File: src/rtl/ccff_chain_loader.sv
// ccff_chain_loader: serial configuration-chain writer with readback and chain-length probe
module ccff_chain_loader #(
    parameter int CHAIN_LEN = 64,
    parameter int DATA_W = 8,
    localparam int CNT_W = $clog2(2*CHAIN_LEN+1)
) (
    input  logic              prog_clk,
    input  logic              prog_reset_n,
    input  logic              cmd_load,
    input  logic              cmd_probe,
    input  logic [DATA_W-1:0] cfg_data,
    input  logic              cfg_valid,
    output logic              cfg_ready,
    output logic [DATA_W-1:0] rb_data,
    output logic              rb_valid,
    input  logic              rb_ready,
    output logic              ccff_head,
    output logic              ccff_shift_en,
    input  logic              ccff_tail,
    output logic              busy,
    output logic              done,
    output logic              probe_ok,
    output logic [CNT_W-1:0]  probe_len,
    output logic              error
);
    localparam int NW = (CHAIN_LEN + DATA_W - 1) / DATA_W;
    localparam int WW = $clog2(NW + 1);
    localparam int BW = $clog2(DATA_W + 1);
    localparam logic [CNT_W-1:0] LEN = CNT_W'(CHAIN_LEN);
    localparam logic [CNT_W-1:0] LEN_M1 = CNT_W'(CHAIN_LEN - 1);
    localparam logic [CNT_W-1:0] LEN2_M1 = CNT_W'(2*CHAIN_LEN - 1);
    localparam logic [BW-1:0] DW = BW'(DATA_W);
    localparam logic [BW-1:0] DW_M1 = BW'(DATA_W - 1);
    localparam logic [WW-1:0] NW_C = WW'(NW);

    typedef enum logic [2:0] {IDLE, LOAD, PROBE_CLR, PROBE_RUN, DONE} state_t;
    state_t state;

    logic [DATA_W-1:0] buf_data;
    logic [BW-1:0]     buf_cnt;
    logic [BW-1:0]     asm_bits;
    logic [DATA_W-2:0] asm_q;
    logic [DATA_W-1:0] asm_w;
    logic [WW-1:0]     words;
    logic [CNT_W-1:0]  issue_cnt;
    logic [CNT_W-1:0]  shift_cnt;
    logic              prb_live;
    logic              completes;
    logic              rb_push;
    logic              can_issue;

    assign busy = state != IDLE;
    assign done = state == DONE;
    assign cfg_ready = state == LOAD && buf_cnt == '0 && words != NW_C;

    // head/shift_en are registered, so a word-completing shift may only be issued
    // when the holding register is guaranteed free on the edge it is sampled
    always_comb begin
        completes = buf_cnt == BW'(1) || issue_cnt == LEN_M1;
        rb_push = state == LOAD && ccff_shift_en && (asm_bits == DW_M1 || shift_cnt == LEN_M1);
        can_issue = buf_cnt != '0 && issue_cnt != LEN && !(completes && (rb_push || (rb_valid && !rb_ready)));
        asm_w = {asm_q, ccff_tail};
    end

    always_ff @(posedge prog_clk or negedge prog_reset_n) begin
        if (!prog_reset_n) begin
            state <= IDLE;
            buf_data <= '0;
            buf_cnt <= '0;
            asm_bits <= '0;
            asm_q <= '0;
            words <= '0;
            issue_cnt <= '0;
            shift_cnt <= '0;
            prb_live <= 1'b0;
            rb_data <= '0;
            rb_valid <= 1'b0;
            ccff_head <= 1'b0;
            ccff_shift_en <= 1'b0;
            probe_ok <= 1'b0;
            probe_len <= '0;
            error <= 1'b0;
        end else begin
            ccff_shift_en <= 1'b0;
            ccff_head <= 1'b0;
            case (state)
                IDLE: if (cmd_load || cmd_probe) begin
                    state <= cmd_load ? LOAD : PROBE_CLR;
                    error <= 1'b0;
                    probe_ok <= 1'b0;
                    probe_len <= '0;
                    issue_cnt <= '0;
                    shift_cnt <= '0;
                    words <= '0;
                    buf_cnt <= '0;
                    asm_bits <= '0;
                    prb_live <= 1'b0;
                end
                LOAD: begin
                    if (cfg_ready && cfg_valid) begin
                        buf_data <= cfg_data;
                        buf_cnt <= DW;
                        words <= words + 1'b1;
                    end
                    if (can_issue) begin
                        ccff_shift_en <= 1'b1;
                        ccff_head <= buf_data[DATA_W-1];
                        buf_data <= buf_data << 1;
                        buf_cnt <= buf_cnt - 1'b1;
                        issue_cnt <= issue_cnt + 1'b1;
                    end
                    if (ccff_shift_en) begin
                        asm_q <= asm_w[DATA_W-2:0];
                        shift_cnt <= shift_cnt + 1'b1;
                        asm_bits <= rb_push ? '0 : asm_bits + 1'b1;
                    end
                    if (rb_valid && rb_ready)
                        rb_valid <= 1'b0;
                    if (rb_push) begin
                        rb_data <= asm_w << (DW_M1 - asm_bits);
                        rb_valid <= 1'b1;
                    end
                    if (shift_cnt == LEN && rb_valid && rb_ready) begin
                        state <= DONE;
                        buf_cnt <= '0;
                    end
                end
                PROBE_CLR: begin
                    ccff_shift_en <= 1'b1;
                    issue_cnt <= issue_cnt == LEN_M1 ? '0 : issue_cnt + 1'b1;
                    state <= issue_cnt == LEN_M1 ? PROBE_RUN : PROBE_CLR;
                end
                PROBE_RUN: begin
                    ccff_shift_en <= 1'b1;
                    ccff_head <= issue_cnt == '0;
                    issue_cnt <= issue_cnt + 1'b1;
                    prb_live <= 1'b1;
                    // prb_live skips the last clearing shift still in flight on entry
                    if (prb_live && ccff_shift_en) begin
                        shift_cnt <= shift_cnt + 1'b1;
                        if (ccff_tail) begin
                            probe_len <= shift_cnt;
                            probe_ok <= shift_cnt == LEN;
                            state <= DONE;
                            ccff_shift_en <= 1'b0;
                        end else if (shift_cnt == LEN2_M1) begin
                            error <= 1'b1;
                            probe_len <= '1;
                            state <= DONE;
                            ccff_shift_en <= 1'b0;
                        end
                    end
                end
                DONE: state <= IDLE;
                default: state <= IDLE;
            endcase
        end
    end
endmodule

File: config.mk
export PLATFORM = sky130hd
export DESIGN_NAME = ccff_chain_loader
export DESIGN_NICKNAME = d
export VERILOG_FILES = /design/src/rtl/ccff_chain_loader.sv
export SDC_FILE = /design/constraint.sdc
export NUM_CORES = 1
export LEC_CHECK = 0
export ABC_CLOCK_PERIOD_IN_PS = 2800
export CORE_UTILIZATION = 35
export DETAILED_ROUTE_END_ITERATION = 10
export GPL_TIMING_DRIVEN = 0
export MAX_ROUTING_LAYER = met4
export PLACE_DENSITY_LB_ADDON = 0.1
export SYNTH_ARGS = -nofsm -noshare
export SYNTH_HDL_FRONTEND = slang
export SYNTH_SLANG_ARGS = --single-unit
File: constraint.sdc
create_clock -name prog_clk -period 2.8 [get_ports prog_clk]
set_input_delay 0.84 -clock prog_clk [delete_from_list [all_inputs] [get_ports prog_clk]]
set_output_delay 0.84 -clock prog_clk [all_outputs]
set_load 0.01 [all_outputs]
# ---- Word level (Yosys, flattened, before mapping)
# Cells that the tools add are included.
dict set report totals {
  regBits 68
  input_bits 15
  wordCells 139
  out_inout_bits 24
}
dict set report classes {
  n_shift 1
  eq_ne 23
  n_reduce_logical 44
  mux 49
  add_sub_neg 6
}
# operator n
set op_table {}
lappend op_table {{8-bit 2-to-1 mux} 10}
lappend op_table {{8-bit case mux with 4 select lines} 1}
lappend op_table {{4-bit 2-to-1 mux} 7}
lappend op_table {{4-bit case mux with 2 select lines} 3}
lappend op_table {{8-bit case mux with 3 select lines} 1}
lappend op_table {{8-bit by 1-bit adder with 8-bit output, second input constant} 2}
lappend op_table {{8-bit by 6-bit == test with 1-bit output, second input constant} 2}
lappend op_table {{8-bit by 7-bit == test with 1-bit output, second input constant} 2}
lappend op_table {{8-bit case mux with 2 select lines} 1}
lappend op_table {{4-bit AND reduction} 4}
lappend op_table {{3-bit 2-to-1 mux} 5}
lappend op_table {{1-bit 2-to-1 mux} 14}
lappend op_table {{2-bit inequality test, second input constant} 7}
lappend op_table {{1-bit logical AND} 13}
lappend op_table {{3-bit case mux with 4 select lines} 1}
lappend op_table {{3-bit AND reduction} 4}
lappend op_table {{2-bit AND reduction} 5}
lappend op_table {{4-bit by 1-bit adder with 4-bit output, second input constant} 2}
lappend op_table {{8-bit logical NOT} 1}
lappend op_table {{8-bit by 7-bit inequality test with 1-bit output, second input constant} 1}
lappend op_table {{1-bit case mux with 2 select lines} 4}
lappend op_table {{2-bit nonzero test} 4}
lappend op_table {{4-bit nonzero test} 2}
lappend op_table {{8-bit by 4-bit << shifter with 8-bit output} 1}
lappend op_table {{other kinds (19)} 26}

# ---- Depth between registers and ports, before layout
# Gate-level depths: netlist of the first run.
dict set report depth {
  depth_word 10
  depth_mapped 8
  depth_no_buf 7
}

# ---- Worst setup path after synthesis of the first run
# OpenSTA, ideal clock, no wires.
dict set report synth_path {
  path_type {reg2reg}
  start {register issue_cnt[0]}
  end {register buf_data[1]}
  t_required_ps 2677
  stages_incl_launch_ff 8
  synth_period_minus_slack_ps 2092
  setup_time_ps 123
  arrival_time_ps 1969
  path_slack_ps 708
  path_buffers 1
  path_cell_list {dfrtp_1 -> ha_1 -> and3_1 -> a41oi_1 -> a21oi_2 -> or3_1 -> clkbuf_1 -> o221a_1}
}
dict set report synth_between {
  elab_chain_cells 7
  word_cells_on_any_way 10
  classes_between {2 x eq/ne; 1 x mux; 7 x reduce/logical}
}
# item line_no
set synth_rtl {}
lappend synth_rtl {{start: declaration} 45} ;# logic [CNT_W-1:0] issue_cnt;
lappend synth_rtl {{start signal: assignment} 110} ;# issue_cnt <= issue_cnt + 1'b1;
lappend synth_rtl {{start signal: assignment} 130} ;# issue_cnt <= issue_cnt == LEN_M1 ? '0 : issue_cnt + 1'b1;
lappend synth_rtl {{start signal: assignment} 136} ;# issue_cnt <= issue_cnt + 1'b1;
lappend synth_rtl {{8-bit by 6-bit == test with 1-bit output} 59} ;# completes = buf_cnt == BW'(1) || issue_cnt == LEN_M1;
lappend synth_rtl {{1-bit logical OR} 59}
lappend synth_rtl {{1-bit logical AND} 61} ;# can_issue = buf_cnt != '0 && issue_cnt != LEN && !(completes && (rb_push || (rb_valid && !rb_ready)));
lappend synth_rtl {{1-bit logical NOT} 61}
lappend synth_rtl {{1-bit logical AND *} 61}
lappend synth_rtl {{2-bit nonzero test (no source line)} -}
lappend synth_rtl {{2-bit AND reduction (no source line)} -}
lappend synth_rtl {{end signal: assignment} 101} ;# buf_data <= cfg_data;
lappend synth_rtl {{end signal: assignment} 108} ;# buf_data <= buf_data << 1;
lappend synth_rtl {{end: declaration} 39} ;# logic [DATA_W-1:0] buf_data;
# Every way passes the cells marked *; elsewhere a longest branch is shown, timed or not.
# A chain may end at the register's enable or synchronous reset.

# ---- Final worst setup path of the first run
dict set report layout_path {
  start {register state[2]}
  end {output done}
}
dict set report layout_between {
  elab_chain_cells 1
}
# item line_no
set layout_rtl {}
lappend layout_rtl {{start: declaration} 37} ;# state_t state;
lappend layout_rtl {{start signal: assignment} 88} ;# state <= cmd_load ? LOAD : PROBE_CLR;
lappend layout_rtl {{start signal: assignment} 131} ;# state <= issue_cnt == LEN_M1 ? PROBE_RUN : PROBE_CLR;
lappend layout_rtl {{3-bit == test} 53} ;# assign done = state == DONE;
lappend layout_rtl {{end: declaration} 21} ;# output logic done,
# Every way passes these cells.

==> results of run 1 <==
repair_timing:
action	in CTS	in global routing
gates resized for setup	8	0
setup endpoints to repair	3	0
buffers inserted	2	0
final cells by class:
class	instances	area (um2)	area share
repair buffers	41	412	0.0885
clock buffers	13	159	0.0341
clock inverters	2	10.0	0.00215
multi-input cells	293	2000	0.430
flip-flops and latches	68	1700	0.366
plain buffers	21	106	0.0229
inverters	23	86.3	0.0186
well taps	140	175	0.0376
cell families (layout without fill, tap and decap cells):
logic type,count (synthesis),in the layout
AO/OA/AOI/OAI,104,104
XOR/XNOR,7,7
adder cells (fa/ha/maj),10,10
buffers and inverters,45,100
flip-flops,68,68
multiplexers,20,20
AND/OR/NAND/NOR,152,152
stage by stage:
| stage | total power (W) | instances | area, um2 | setup slack (ps) | setup TNS, ps |
|---|---|---|---|---|---|
| 2_1_floorplan | 0.00300 | 406 | 3870 | 708 | 0 |
| 3_3_place_gp | 0.00371 | 584 | 4430 | -1650 | -112450 |
| 3_5_place_dp | 0.00375 | 585 | 4450 | -118 | -930 |
| 4_1_cts | 0.00456 | 601 | 4650 | 70.9 | 0 |
| 5_1_grt | 0.00491 | 601 | 4650 | 13.7 | 0 |
| 6_report | 0.00452 | 601 | 4650 | 108 | 0 |
power by group:
part           internal (W)  switching, W
sequential          0.00131      0.000268
clock              0.000363      0.000381
combinational      0.000969       0.00123
total               0.00265       0.00188
path summary, 6_finish.rpt:
path                                    from           end  depth (start not counted)
worst min-delay path            prog_reset_n    rb_data[6]                          1
min in group prog_clk             rb_data[7]    rb_data[7]                          2
worst max register to register    buf_cnt[0]  issue_cnt[6]                          8
max in group asynchronous       prog_reset_n   buf_data[2]                          2
worst min register to register    rb_data[7]    rb_data[7]                          2
worst max-delay path                state[2]          done                          3
synthesized netlist by cell type (9+ instances only):
master,instances,share of area
dfrtp_1,68,0.44
o31ai_1,13,0.025
a21oi_1,20,0.026
nand2_1,55,0.053
clkbuf_1,15,0.015
inv_1,21,0.020
nor2_1,26,0.025
ha_1,10,0.032
nand2b_1,10,0.016
nand3_1,16,0.021
o21ai_1,9,0.012
o21ai_0,14,0.018
state kept, by name (all words and copies together) (netlist names), 3 cells and up:
register and cells:
asm_bits 4, shift_cnt 8, asm_q 7, words 4, rb_data 8, buf_data 8
probe_len 8, buf_cnt 4, issue_cnt 8, state 3
per-layer routing:
metal / up-vias / global-route usage / share of wire
li1: 1581 / - / -
met3: 14 / 0.0267 / 0.036
met5: - / - / 0
met2: 72 / 0.283 / 0.45
met4: 0 / 0.0841 / 0.020
met1: 1592 / 0.256 / 0.49
==> summary by stage, run 1 <==
Critical path
Walking the worst path, the cells encountered are clkbuf_4 -> and2_1 -> clkdlybuf4s50_1. On the worst path, the slowest cell contributes a delay of 530 ps. The worst setup path is captured at a primary output.

The worst path required time is 1960 ps. The slack of the worst reg-to-reg path is 370 ps. On the critical path the largest part of the delay comes from buffers and inverters. The path type of the worst setup path is flip-flop to primary output. The launching element type of the critical path is a flip-flop.

The slowest stage of the critical path is the clkdlybuf4s50_1 cell. The endpoint arrival time on the critical path is 1850 ps. The critical-path maximum fanout is 19. Together, buffers and inverters on the worst path number 2.

Logic synthesis
Counting flops with a built-in enable in the synthesized netlist gives 0. The simple-gate share of the synthesized area is 0.196. The multiplexer share of the synthesized area is 0.0617. By area, the combinational part of the netlist is dominated by compound AO/OA/AOI/OAI gates. The area share of xor/xnor cells in the synthesized design is 0.0158. The proportion of register bits with asynchronous set or reset after synthesis is 1.00. The total of warnings raised by yosys is 0. The compound-gate portion of the synthesized area is 0.205.

Synthesis handed over a netlist of 406 instances. The number of different library cells in the post-synthesis netlist is 69. In this run the cell area of the synthesized design comes to 0.00387 mm2. The synthesized-area fraction occupied by adder cells is 0.0323. Each instance of the synthesized netlist takes up on average 9.54 um2. The sequential share of the synthesized area is 0.439.

The most used flip-flop cell after synthesis is dfrtp_1. Synthesis produced a netlist with a net count of 431. In this run, synthesis produced a sequential element count of 68.

Route
The via count is 3259. The residual DRC count is 0. The number of nets with antenna violations after routing is 0. The first-pass iteration count of the detailed router is 4. In this run, the number of DRC markers left after iteration 0 of detailed routing was 117. Wires add up to 9570 um.

After detailed routing, the number of vias per cell comes to 5.42. After detailed routing, the average wire length per cell comes to 15.9 um.

Global routing
Entering global routing, the biggest net connects 36 pins. The wire length of the first global-routing pass is 16200 um. In the global route stage, overall resource usage came out at 0.190. The number of antenna violations at the first check in global routing was 0.

The number of global-route vias before repair is 3194. Summed over all layers, the global routing overflow is 0.

CTS
After clock tree synthesis, the flow added hold-fix buffers numbering 0. The root cell of the clock tree is clkbuf_8. The clock slew seen by the registers of the worst setup and hold paths is 70 ps. The TritonCTS clock tree is built. The number of clock sinks is 68. The H-tree generated during clock tree synthesis spans 3 levels. No sink is reached through more buffers than the 2 on the longest clock path.

The clock latency on the worst-skew pair is 360 ps. Buffers inserted during clock tree synthesis total 9.

STA
The count of final hold-check violations is 0. On the final layout, the worst hold slack is 429 ps. The minimum clock period after layout is 2690 ps. The final cycle utilization of the critical path is 0.961.

Setup violations remaining at the end of the flow were counted as 0. Across the routed clock network, the largest skew measured is 5.86 ps. The slew at the pin closest to its max-slew limit is 896 ps. Setup repair after global routing left no endpoint under its margin. In this run the tightest slew margin relative to its limit is 0.399.

Timing would allow up to 371 MHz. The final number of max-transition violations is 0.

Die
The die footprint is 0.0115 mm2. The top-level port count is 39. The floorplan step set the die width to 107 um. The height of the die is 107 um. The core region is 0.0108 mm2.

In this run the core area contains 38 standard-cell rows. For this configuration, the core starts out at a cell density of 0.359.

Final layout
The number of filler instances in the final layout is 1063. The number of diodes is 0. In the layout the commonest cells are dfrtp_1, nand2_1, clkdlybuf4s50_1, nor2_1. The area growth from synthesis to layout is 20.1%. Of the cells placed in the final design, the portion with a size suffix greater than 1 is 0.0954. The final layout contains 482 nets. The end-of-flow core utilization is 0.431. Leaving out fill and tap cells, the most frequent cell in the layout is dfrtp_1.

Run status
The run finished with clean final reports.

Pwr
The power per standard cell area is 972 mW/mm2. The worst-case IR drop observed on VDD is 0.359 mV. The analysis attributes to cell leakage a power of 1.95 nW.

Min path
The type of the worst min-delay path is input pin to async pin.

Place
The half-perimeter wire length after detailed placement is 6760 um. The weighted congestion at the end of routability-driven global placement is 0.840. Buffers placed on the I/O ports in this run total 38.

Run
The max-cap check violation count is 0.
Power figures use the tool's default switching activity.
==> run 2: changes to the inputs <==
CORE_UTILIZATION = 50   (was 35)
==> summary by stage, run 2 (synthesis results as in run 1) <==
Final layout
The number of filler instances in the final layout is 646 (-39%). The number of diodes was 0 (unchanged). The share of final-layout standard cells stronger than drive strength 1 was 0.102 (+0.00629).

The total non-filler cell area in the finished layout is 0.00459 mm2 (-1.3%). The net total in the final layout is 482 (unchanged). The signed area change from the synthesized netlist to the final layout is 18.6%. The sequential cell area came to 0.00170 mm2 (about the same). In the layout the commonest cells are dfrtp_1, nand2_1, clkdlybuf4s50_1, nor2_1. The area of the multi-input gates was 0.00200 mm2 (unchanged). The post-layout instance count excluding filler cells was 561 (-6.7%). The most common cell after layout, fill and taps aside is dfrtp_1.

STA
The maximum clock frequency is 371 MHz (-0.19%). The final cycle utilization of the critical path is 0.963 (+0.00188). The final worst-path setup slack is 103 ps (-5.25 ps). The minimum clock period after layout is 2700 ps (+5.26 ps). The count of final hold-check violations is 0 (unchanged). The normalized max-slew margin is 0.429 (+0.0306). The final count of negative-setup-slack endpoints is 0 (unchanged). The slew at the pin closest to its max-slew limit was 856 ps (-40.6 ps).

The final setup TNS came to 0 ps (unchanged). The final number of max-transition violations is 0 (unchanged). The final worst clock skew is 9.50 ps (+3.65 ps). Setup repair after global routing left no endpoint under its margin.

Min path
The cell depth of the worst min-delay path is 2. The min-delay analysis places its worst path in the category flip-flop to flip-flop. The startpoint of the tightest hold check path is rb_data[7]. For hold timing, the worst endpoint is rb_data[7].

Run
The max-cap check violation count is 0 (unchanged).

CTS
The number of clock sinks is 68 (unchanged). The maximum count of clock buffers along a single path is 2 (unchanged). The depth of the CTS H-tree is 3 (unchanged). The clock latency on the worst-skew pair was 340 ps (-20 ps). TritonCTS built the clock tree.

The number of CTS-inserted buffers is 9 (unchanged). The quantity of hold-fixing buffers added after cts is 0 (unchanged). The clock slew seen by the registers of the worst setup and hold paths is 80 ps (about the same). The root cell of the clock tree is clkbuf_8.

Route
The wire length per cell after detailed routing was 15.8 um (-0.63%). The residual DRC count is 0 (unchanged). The number of nets with antenna violations after routing is 0 (unchanged). The via count is 3192 (-2.1%).

The count of routing violations after the opening detailed-route iteration came to 215 (+84%). The mean number of vias per cell is 5.69 (+4.9%). The first-pass iteration count of the detailed router is 5 (+1). The wire length reported by the detailed router came to 8880 um (-7.2%).

Critical path
The delay of the slowest cell on the worst path is 540 ps (about the same). The endpoint arrival time on the critical path is 1860 ps (about the same). The startpoint identified for the worst register-to-register timing path is shift_cnt[0]. The number of cells on the worst reg-to-reg path came to 7 (-1). The worst setup path is launched from a flip-flop. The worst path required time is 1960 ps (about the same). The critical path capture point type is a primary output. The slowest stage of the critical path belongs to the cell clkdlybuf4s50_1. The slack of the worst reg-to-reg path is 410 ps (+40 ps). The path type of the worst setup path is flip-flop to primary output. The critical-path maximum fanout came to 10 (-9).

The endpoint of the lowest-slack register-to-register path is buf_cnt[0]. Walking the worst path, the cells encountered are buf_6 -> clkbuf_4 -> and2_1 -> clkdlybuf4s50_1.

Die
The height of the die is 90.0 um (-16%). The top-level port count came to 39 (unchanged). The area inside the core boundary is 0.00737 mm2 (-32%). The die extent in x is 90.0 um (-16%).

The die footprint came to 0.00811 mm2 (-29%). The number of standard-cell rows in the floorplan was 31 (-18%). The initial cell density of the core is 0.526 (+0.167).

Run status
The flow ran to the end, and the final reports show no timing, DRC or antenna violations.

Pwr
The total internal power is 0.00263 W (-0.62%). The share of total power in the clock network was 0.157 (-0.008). The fraction of power spent switching nets is 0.414 (about the same).

The largest vdd supply drop is 0.497 mV (+39%). The total net switching power came to 0.00186 W (-0.77%). The power per standard cell area is 977 mW/mm2 (+0.59%).

The share of power burned in registers was 0.354 (+0.004). The leakage dissipation was 1.95 nW (-0.26%). The proportion of power drawn by combinational gates is 0.489 (+0.003).

Place
The half-perimeter wire length after detailed placement was 6200 um (-8.2%). The number of cells after detailed placement was 543 (-7.2%). The count of buffers inserted at the top-level ports is 38 (unchanged). The placed instance area was 0.00438 mm2 (-1.6%). The weighted congestion at the end of routability-driven global placement is 0.854 (+1.7%). The worst-case setup slack after placement is -54.6 ps (+63.7 ps).

Global routing
The total congestion overflow after global routing came to 0 (unchanged). The total global routing track utilization is 0.243 (+0.0534). The number of antenna violations at the first check in global routing was 0 (unchanged). The wire length of the first global-routing pass came to 15300 um (-5.5%). The pin count of the biggest net entering global routing is 69 (+92%). The number of global-route vias before repair is 3053 (-4.4%).
## run 2: changes by cell type in the layout (fill, tap and decap cells not counted), sizes merged
cell / previous run / this run
clkbuf: 27 / 25
clkinv: 3 / 5
clkinvlp: 0 / 1
## run 2: repair_timing
item | in CTS | in global routing
resized for setup | 10 | 3
pin swaps | 0 | 0
endpoints found under the setup margin | 2 | 2
setup buffers | 2 | 0
## run 2: power groups by stage
stage / sequential (W) / combinational (W) / clock (W)
2_1_floorplan: 0.00158 / 0.00142 / 0
3_3_place_gp: 0.00158 / 0.00208 / 0
6_report: 0.00159 / 0.00220 / 0.000704
5_1_grt: 0.00164 / 0.00245 / 0.000763
4_1_cts: 0.00159 / 0.00219 / 0.000727
3_5_place_dp: 0.00160 / 0.00212 / 0
## run 2: layer usage
metal / wire, um / global-route usage
met1: 4480 / 0.349
met2: 4000 / 0.356
met3: 309 / 0.0296
met4: 90 / 0.0874
met5: 0 / -
## run 2: area by class of cell
class / count / share of cell area
inverters: 23 / 0.0188
plain buffers: 22 / 0.0256
flip-flops and latches: 68 / 0.371
multi-input cells: 293 / 0.436
clock inverters: 5 / 0.00599
well taps: 99 / 0.0270
clock buffers: 11 / 0.0308
repair buffers: 40 / 0.0852
## run 2: worst max path at each step
stage | startpoint | endpoint | slack, ps | depth (start not counted)
CTS | state[2] | done | 40 | 4
global route | state[2] | done | 20 | 4
global placement | prog_reset_n | probe_len[3] | -1440 | 1
floorplan | issue_cnt[0] | buf_data[1] | 710 | 7
detailed placement | ccff_tail | probe_len[2] | -50 | 4
finish | state[2] | done | 100 | 4
## run 2: critical path, delay by kind of cell, from the launching register on
kind | cells | cell delay [ps]
DFF | 1 | 440
and+or+nand+nor | 1 | 160
buffers and inverters | 3 | 920
## run 2: through the flow
stage               utilization  power, W  hold slack, ps
CTS                       0.622   0.00451             484
global placement          0.594   0.00366             456
global route              0.623   0.00486             500
finish                    0.623   0.00449             477
floorplan                     -   0.00300             441
detailed placement        0.594   0.00372             466
==> run 3: changes to the inputs <==
ABC_CLOCK_PERIOD_IN_PS = default   (was 2800)
==> results of run 3 <==
The final DEF is identical to that of run 2; final timing and power are the same.
